## src/rtl/gray_pkg.sv

```systemverilog
// Shared Gray/binary helpers and constants for the converter pipeline.
// Latency: n/a (pure functions). Backpressure: n/a.
// Functions work on MAX_W bits; narrower words are zero-extended, which leaves both conversions exact.
package gray_pkg;

    localparam int   MAX_W     = 32;
    localparam int   ERR_CNT_W = 8;
    localparam logic MODE_G2B  = 1'b0;
    localparam logic MODE_B2G  = 1'b1;

    function automatic logic [MAX_W-1:0] gray2bin(input logic [MAX_W-1:0] g);
        logic [MAX_W-1:0] b;
        b[MAX_W-1] = g[MAX_W-1];
        for (int i = MAX_W - 2; i >= 0; i--) begin
            b[i] = b[i+1] ^ g[i];
        end
        return b;
    endfunction

    function automatic logic [MAX_W-1:0] bin2gray(input logic [MAX_W-1:0] b);
        return b ^ (b >> 1);
    endfunction

endpackage

```

## src/rtl/gray_step_chk.sv

```systemverilog
// Gray single-step checker: flags mode-0 words differing from the previous mode-0 word in >=2 bits.
// Latency: chk_err is combinational on the presented word; history and err_cnt update on chk_vld.
// Backpressure: none; chk_vld must pulse exactly once per beat, in beat order.
module gray_step_chk
    import gray_pkg::*;
#(
    parameter int W = 4
) (
    input  logic                 clk,
    input  logic                 rst_n,
    input  logic                 chk_vld,
    input  logic [W-1:0]         chk_dat,
    input  logic                 chk_mode,
    output logic                 chk_err,
    output logic [ERR_CNT_W-1:0] err_cnt
);

    logic         hist_vld;
    logic [W-1:0] hist_dat;
    logic [W-1:0] diff;

    assign diff = chk_dat ^ hist_dat;

    // Clearing the lowest set bit leaves something only when two or more bits differ.
    assign chk_err = (chk_mode == MODE_G2B) && hist_vld && (|(diff & (diff - W'(1))));

    always_ff @(posedge clk or negedge rst_n) begin
        if (!rst_n) begin
            hist_vld <= 1'b0;
            hist_dat <= '0;
            err_cnt  <= '0;
        end else if (chk_vld) begin
            if (chk_mode == MODE_G2B) begin
                hist_vld <= 1'b1;
                hist_dat <= chk_dat;
            end
            if (chk_err && (err_cnt != {ERR_CNT_W{1'b1}})) begin
                err_cnt <= err_cnt + ERR_CNT_W'(1);
            end
        end
    end

endmodule

```

## src/rtl/gray_bin_conv_pipe.sv

```systemverilog
// Two-stage Gray<->binary converter, direction chosen per beat; optional Gray step checker under GRAY_CHECK_EN.
// Latency: 2 cycles accept-to-valid, 1 beat/cycle while out_ready is high.
// Backpressure: full valid/ready; in_ready is combinational from out_ready, output held while stalled.
module gray_bin_conv_pipe
    import gray_pkg::*;
#(
    parameter int W = 4
) (
    input  logic                 clk,
    input  logic                 rst_n,
    input  logic                 in_valid,
    output logic                 in_ready,
    input  logic [W-1:0]         in_data,
    input  logic                 in_mode,
    output logic                 out_valid,
    input  logic                 out_ready,
    output logic [W-1:0]         out_data,
    output logic                 out_mode
`ifdef GRAY_CHECK_EN
    ,
    output logic                 out_err,
    output logic [ERR_CNT_W-1:0] err_cnt
`endif
);

    logic         s1_vld;
    logic         s1_mode;
    logic [W-1:0] s1_dat;
    logic         s2_vld;
    logic         s1_adv;
    logic         s2_adv;
    logic [W-1:0] conv_dat;

    assign s2_adv    = !s2_vld || out_ready;
    assign s1_adv    = !s1_vld || s2_adv;
    assign in_ready  = s1_adv;
    assign out_valid = s2_vld;

    assign conv_dat = (s1_mode == MODE_B2G) ? W'(bin2gray(MAX_W'(s1_dat)))
                                            : W'(gray2bin(MAX_W'(s1_dat)));

    always_ff @(posedge clk or negedge rst_n) begin
        if (!rst_n) begin
            s1_vld  <= 1'b0;
            s1_dat  <= '0;
            s1_mode <= 1'b0;
        end else if (s1_adv) begin
            s1_vld <= in_valid;
            if (in_valid) begin
                s1_dat  <= in_data;
                s1_mode <= in_mode;
            end
        end
    end

    // Payload only loads with a real beat so a drained output keeps its last value.
    always_ff @(posedge clk or negedge rst_n) begin
        if (!rst_n) begin
            s2_vld   <= 1'b0;
            out_data <= '0;
            out_mode <= 1'b0;
        end else if (s2_adv) begin
            s2_vld <= s1_vld;
            if (s1_vld) begin
                out_data <= conv_dat;
                out_mode <= s1_mode;
            end
        end
    end

`ifdef GRAY_CHECK_EN
    logic chk_err;

    gray_step_chk #(
        .W (W)
    ) u_step_chk (
        .clk      (clk),
        .rst_n    (rst_n),
        .chk_vld  (s1_vld && s2_adv),
        .chk_dat  (s1_dat),
        .chk_mode (s1_mode),
        .chk_err  (chk_err),
        .err_cnt  (err_cnt)
    );

    always_ff @(posedge clk or negedge rst_n) begin
        if (!rst_n) begin
            out_err <= 1'b0;
        end else if (s2_adv && s1_vld) begin
            out_err <= chk_err;
        end
    end
`endif

endmodule

```

## config.mk

```make
export PLATFORM = sky130hd
export DESIGN_NAME = gray_bin_conv_pipe
export DESIGN_NICKNAME = d
export VERILOG_FILES = /design/src/rtl/gray_pkg.sv /design/src/rtl/gray_step_chk.sv /design/src/rtl/gray_bin_conv_pipe.sv
export SDC_FILE = /design/constraint.sdc
export NUM_CORES = 1
export LEC_CHECK = 0
export BUFFER_PORTS_ARGS = -buffer_cell sky130_fd_sc_hd__buf_2
export CAP_MARGIN = 40
export CORE_AREA = 2 2 39 41
export CTS_CLUSTER_DIAMETER = 200
export DETAILED_ROUTE_END_ITERATION = 8
export DIE_AREA = 0 0 41 43
export PLACE_DENSITY = 0.74
export SYNTH_ARGS = -nofsm -noshare
export SYNTH_HDL_FRONTEND = slang
export SYNTH_SLANG_ARGS = --single-unit
```

## constraint.sdc

```tcl
create_clock -name clk -period 1.1 [get_ports clk]
set_input_delay 0.165 -clock clk [delete_from_list [all_inputs] [get_ports clk]]
set_output_delay 0.165 -clock clk [all_outputs]
set_load 0.05 [all_outputs]
```

==> metrics.md, run 1 <==
| Metric | Value |
|---|---|
| Clock latency on the worst-skew pair | `270 ps` |
| Outcome | `finished, violations left` |
| Final WS setup | `-106 ps` |
| Switch Pwr | `0.601 mW` |
| Worst slack at placement | `-30.1 ps` |
| Die Ht | `43 µm` |
| Fmax achieved | `829 MHz` |
| Worst hold margin | `119 ps` |
| Area contributors post-synth | `dfrtp_1, mux2_2, nand2b_1, xnor2_1, xor2_1` |
| Number of distinct library cells after synthesis | `14` |
| CP required | `940 ps` |
| DR vias | `375` |
| Type of the worst setup path | `reg2out` |
| Seq pwr share | `0.398` |
| Tmin final | `1210 ps` |
| Sequential-to-total area share from yosys stat | `0.581` |
| Core footprint | `1380 µm²` |
| Actual slew at the worst max-slew pin | `266 ps` |
| DRT antenna net count | `0` |
| Met1 GRT Util | `0.156` |
| WL final | `966 µm` |
| WL per Instance | `12.4 µm` |
| Seq cells post-synth | `12` |
| Int Pwr | `0.917 mW` |
| Hpwl dp | `690 µm` |
| FP Rows | `14` |
| Setup Skew | `5.82 ps` |
| Met2 Use GR | `0.194` |
| Initial antenna violation count | `0` |
| Syn_area_per_cell | `14.0 µm²` |
| Initial Util | `0.373` |
| HP Start | `in_valid` |
| Remaining DRCs | `0` |
| Proportion of power drawn by the clock network | `0.186` |
| First-pass GRT wire length | `1.50 mm` |
| Area grow syn2layout | `43.3%` |
| Endpoint type of the worst setup path | `primary output` |
| Worst reg2reg startpoint | `out_valid` |
| Largest fanout on the critical path | `3` |
| Fillers | `125` |
| Post-Syn Instances | `37` |
| Tot GR Track Use | `0.129` |
| Layout cells sized above 1 | `0.629` |
| PwrDens | `2050 nW/µm²` |
| Combinational share of power | `0.417` |
| Switching Share | `0.396` |
| # IOs | `16` |
| Synth area leader | `dfrtp_1` |
| Final nets | `72` |
| DR iter-0 viols | `5` |
| RSZ-0062 raised after global routing | `true` |
| CTS sink count | `12` |
| Slew margin rel. | `0.823` |
| Buffer levels on the longest clock path | `2` |
| Cell count of the worst hold path | `2` |
| Max-capacitance violation count | `0` |
| Worst EP arrival | `1040 ps` |
| I/O Buffers | `15` |
| Root Buffer | `clkbuf_4` |
| Post-Syn Nets | `46` |
| Mapped cell area | `517 µm²` |
| Worst r2r dst | `s1_mode` |
| GR peak layer | `met2` |
| Max Transition Viols Final | `0` |
| # diodes | `0` |
| VDD IR max | `0.000703 V` |
| Pin count of the biggest net entering global routing | `13` |
| Number of H-tree levels | `1` |
| TritonCTS buffer count | `3` |
| LEAKAGE | `0.361 nW` |
| Fin crit share | `1.10` |
| Share of the synthesized area in the top cell type | `0.581` |
| Final setup viols | `8` |
| Internal reg-to-reg setup slack | `-100 ps` |
| Final Hold Fails | `0` |
| Cells on worst reg2reg path | `3` |
| Min-Delay Path Class | `in2reg` |
| Crit path from | `out_valid` |
| DR pass1 iterations | `4` |
| Grt met3 use | `0.0314` |
| YS warnings | `0` |
| Reg clk slew, reported paths | `80 ps` |
| Total grt overflow | `0` |
| Hold Path Sink | `s1_vld` |
| DIE AREA | `1760 µm²` |
| Gpl congestion | `0.686` |
| Die Wd | `41 µm` |
| Startpoint type of the worst setup path | `flop` |
| Vias per std cell | `4.81` |
| Failing checks | `negative setup slack` |
| Vias in the first global route | `366` |
| TritonCTS clock tree | `done` |
[timing repair]
action / in CTS / in global routing
hold endpoints to repair: 12 / 0
gates resized for setup: 7 / 5
hold buffers: 1 / 0
setup buffers: 2 / 1
endpoints found under the setup margin: 6 / 12
pin swaps: 2 / 2
[power by group through the flow]
stage               Clock [mW]  Combinational [mW]  Sequential, mW
floorplan                    0               0.197           0.851
global placement             0               0.567           0.605
finish                   0.282               0.632           0.604
detailed placement           0               0.580           0.612
CTS                      0.290               0.615           0.600
global route             0.312               0.667           0.619
[critical path: stages, from the launching register on]
cell and delay, ps:
dfrtp_2 410, nand3b_1 170, buf_6 190
[kinds of logic (layout without fill, tap and decap cells)]
family,count (synthesis),count (layout),share of synthesized area
AOI/OAI and AO/OA,3,3,0.0533
DFF,12,12,0.581
and+or+nand+nor,8,8,0.0945
buffers and inverters,1,26,0.00726
xor gates and xnor gates,4,4,0.0678
muxes,9,9,0.196
[sequential cells by signal, indices dropped and copies added (netlist names)]
| register | count |
|---|---|
| s1_mode | 1 |
| out_valid | 1 |
| s1_dat | 4 |
| s1_vld | 1 |
| out_data | 4 |
| out_mode | 1 |
[worst max path at each step]
stage,to,slack [ps],cells after the start
after global routing,in_ready,-160,2
after global placement,s1_mode,20,3
after floorplan,s1_dat[0],-650,3
after detailed placement,s1_dat[3],-30,3
final,in_ready,-110,2
after CTS,in_ready,-120,2
[metrics by stage]
stage	instance area, µm²	std cells	util	TNS [ps]	power, mW
2_1_floorplan	520	37	-	-4020	1.05
3_3_place_gp	631	70	0.456	0	1.17
3_5_place_dp	631	70	0.456	-130	1.19
4_1_cts	711	77	0.514	-480	1.50
5_1_grt	741	78	0.535	-1110	1.60
6_report	741	78	0.535	-561	1.52
[cell type report]
cell class                 count  area (µm²)  area share
sequential                    12         302       0.407
multi-input combinational     24         250       0.338
timing repair buffer          21         139       0.187
clock buffer                   4        26.3      0.0355
tap                           16        20.0      0.0270
inverter                       1        3.75     0.00507
[placed cells by master (no fill, tap or decap), types with 2 or more instances in the layout]
cell      netlist  layout
buf_2           0      13
dfrtp_1        12      11
mux2_2          9       5
buf_4           0       5
mux2_4          0       4
clkbuf_4        0       3
xnor2_1         2       2
nand2b_1        3       2
[cell usage after synthesis]
master and number:
dfrtp_1 12, xor2_1 2, a21oi_1 1, a21bo_2 1
nand2_1 1, xnor2_1 2, mux2_2 9, and3_1 1
nor2b_1 1, o31ai_2 1, nand3b_1 1, inv_1 1
nand2_2 1, nand2b_1 3
[layer usage]
metal / part of all wire / up-vias
li1: - / 178
met1: 0.43 / 184
met2: 0.52 / 13
met3: 0.046 / 0
met4: 0 / 0
met5: 0 / -
No activity file was read; power rests on OpenSTA's default activity.
==> inputs of run 2 (changes only) <==
Settings changed: HOLD_SLACK_MARGIN from default to 0.15.
==> metrics.md, run 2 (synthesis gave the netlist of run 1 again) <==
| Metric | Value |
|---|---|
| Outcome | `finished, violations left` |
| Failing checks | `negative setup slack` |
| DR iter-0 viols | `5 (unchanged)` |
| Gpl congestion | `0.686 (unchanged)` |
| Actual slew at the worst max-slew pin | `260 ps (-5.91 ps)` |
| Largest fanout on the critical path | `3 (unchanged)` |
| VDD IR max | `0.000687 V (-2.3%)` |
| Hpwl dp | `690 µm (unchanged)` |
| Fmax achieved | `830 MHz (about the same)` |
| Proportion of power drawn by the clock network | `0.185 (about the same)` |
| CP required | `940 ps (about the same)` |
| Tot GR Track Use | `0.134 (+0.00497)` |
| RSZ-0062 raised after global routing | `true` |
| Combinational share of power | `0.423 (+0.006)` |
| PwrDens | `1930 nW/µm² (-6.0%)` |
| Setup Skew | `4.88 ps (-0.946 ps)` |
| WL final | `1.04 mm (+7.3%)` |
| Die Wd | `41 µm (unchanged)` |
| # IOs | `16 (unchanged)` |
| Min-Delay Path Class | `in2async` |
| LEAKAGE | `0.388 nW (+7.2%)` |
| Core footprint | `1380 µm² (unchanged)` |
| Final Hold Fails | `0 (unchanged)` |
| Vias per std cell | `4.65 (-3.2%)` |
| Switching Share | `0.397 (+0.00138)` |
| Slew margin rel. | `0.827 (+0.00394)` |
| Type of the worst setup path | `reg2out` |
| DRT antenna net count | `0 (unchanged)` |
| Final setup viols | `9 (+1)` |
| Endpoint type of the worst setup path | `primary output` |
| Most frequent cells in the layout | `buf_2, dfrtp_1, dlygate4sd3_1, mux2_2, buf_4` |
| DIE AREA | `1760 µm² (unchanged)` |
| I/O Buffers | `15 (unchanged)` |
| Int Pwr | `0.934 mW (+1.8%)` |
| Final nets | `78 (+8.3%)` |
| Dpl cells | `70 (unchanged)` |
| Fin crit share | `1.10 (about the same)` |
| Vias in the first global route | `372 (+1.6%)` |
| Worst path bufs/invs | `1 (unchanged)` |
| Layout cells sized above 1 | `0.588 (-0.0408)` |
| Max Transition Viols Final | `0 (unchanged)` |
| Commonest non-fill, non-tap cell in the layout | `buf_2` |
| Max-capacitance violation count | `0 (unchanged)` |
| Pin count of the biggest net entering global routing | `13 (unchanged)` |
| Buffer levels on the longest clock path | `2 (unchanged)` |
| Fin Setup TNS | `-544 ps (+17.7 ps)` |
| First-pass GRT wire length | `1.55 mm (+3.7%)` |
| Switch Pwr | `0.615 mW (+2.4%)` |
| TritonCTS clock tree | `done` |
| DR pass1 iterations | `2 (-2)` |
| Remaining DRCs | `0 (unchanged)` |
| Crit-path leading delay family | `flip-flops` |
| Worst hold margin | `289 ps (+170 ps)` |
| Area grow syn2layout | `55.7%` |
| TritonCTS buffer count | `3 (unchanged)` |
| Root Buffer | `clkbuf_4` |
| Initial Util | `0.373 (unchanged)` |
| Biggest regs | `out_data (4), s1_dat (4)` |
| Worst path cell trace | `nand3b_1, buf_6` |
| Final Core Density | `0.581 (+0.0461)` |
| # diodes | `0 (unchanged)` |
| DR vias | `391 (+4.3%)` |
| Worst path max stage delay | `410 ps (about the same)` |
| Clock latency on the worst-skew pair | `270 ps (about the same)` |
| FP Rows | `14 (unchanged)` |
| Seq pwr share | `0.392 (-0.006)` |
| Die Ht | `43 µm (unchanged)` |
| Layout Cells excl Fill | `84 (+7.7%)` |
| Crit path max-delay cell type | `dfrtp_2` |
| Initial antenna violation count | `0 (unchanged)` |
| Startpoint type of the worst setup path | `flop` |
| Worst EP arrival | `1040 ps (about the same)` |
| Total grt overflow | `0 (unchanged)` |
| Reg clk slew, reported paths | `80 ps (about the same)` |
| Tmin final | `1210 ps (-1.06 ps)` |
| Number of H-tree levels | `1 (unchanged)` |
| WL per Instance | `12.3 µm (-0.32%)` |
| Final WS setup | `-105 ps (+1.06 ps)` |
| CTS sink count | `12 (unchanged)` |
==> run 2: worst reg2reg max path: cells and delay by family (launching register included) <==
| family | cells | cell delay [ps] |
|---|---|---|
| flops | 1 | 370 |
| simple gates | 2 | 360 |
| mux | 1 | 360 |
==> run 2: repair_timing <==
action	in CTS	in global routing
hold buffers	7	0
hold endpoints to repair	18	0
setup endpoints to repair	6	12
resized for setup	7	5
buffers inserted	2	1
pin swaps	2	1
==> run 2: final timing paths <==
kind / from / endpoint / slack (ps) / cells after the start
setup / recovery: out_valid / in_ready / -110 / 2
hold / removal: rst_n / out_data[3] / 290 / 2
setup reg to reg: s1_vld / s1_dat[2] / -100 / 3
hold reg to reg: out_data[2] / out_data[2] / 510 / 1
max in group asynchronous: rst_n / out_valid / 590 / 2
min in group clk: out_ready / out_valid / 290 / 4
==> run 2: power by group through the flow <==
stage          Clock [mW]  Combinational, mW  Sequential [mW]
2_1_floorplan           0              0.197            0.851
3_3_place_gp            0              0.567            0.605
3_5_place_dp            0              0.580            0.612
4_1_cts             0.290              0.631            0.600
5_1_grt             0.313              0.693            0.623
6_report            0.286              0.656            0.607
==> run 2: metrics by stage <==
stage	instance area, µm²	total power, mW	setup WS [ps]
finish	805	1.55	-105
CTS	771	1.52	-115
global placement	631	1.17	15.1
detailed placement	631	1.19	-30.1
global route	805	1.63	-160
floorplan	520	1.05	-648
==> run 2: layer usage <==
layer | global-route usage | vias to the layer above | wire length [µm]
met5 | 0 | - | 0
li1 | - | 191 | -
met1 | 0.169 | 187 | 467
met4 | 0.0800 | 0 | 0
met3 | 0.0314 | 0 | 47
met2 | 0.197 | 13 | 522
==> run 2: layout make-up <==
class | instances | area, µm²
fill | 119 | 579
tap | 16 | 20.0
clock buffer | 4 | 26.3
multi-input combinational | 24 | 254
timing repair buffer | 27 | 199
sequential | 12 | 302
inverter | 1 | 3.75
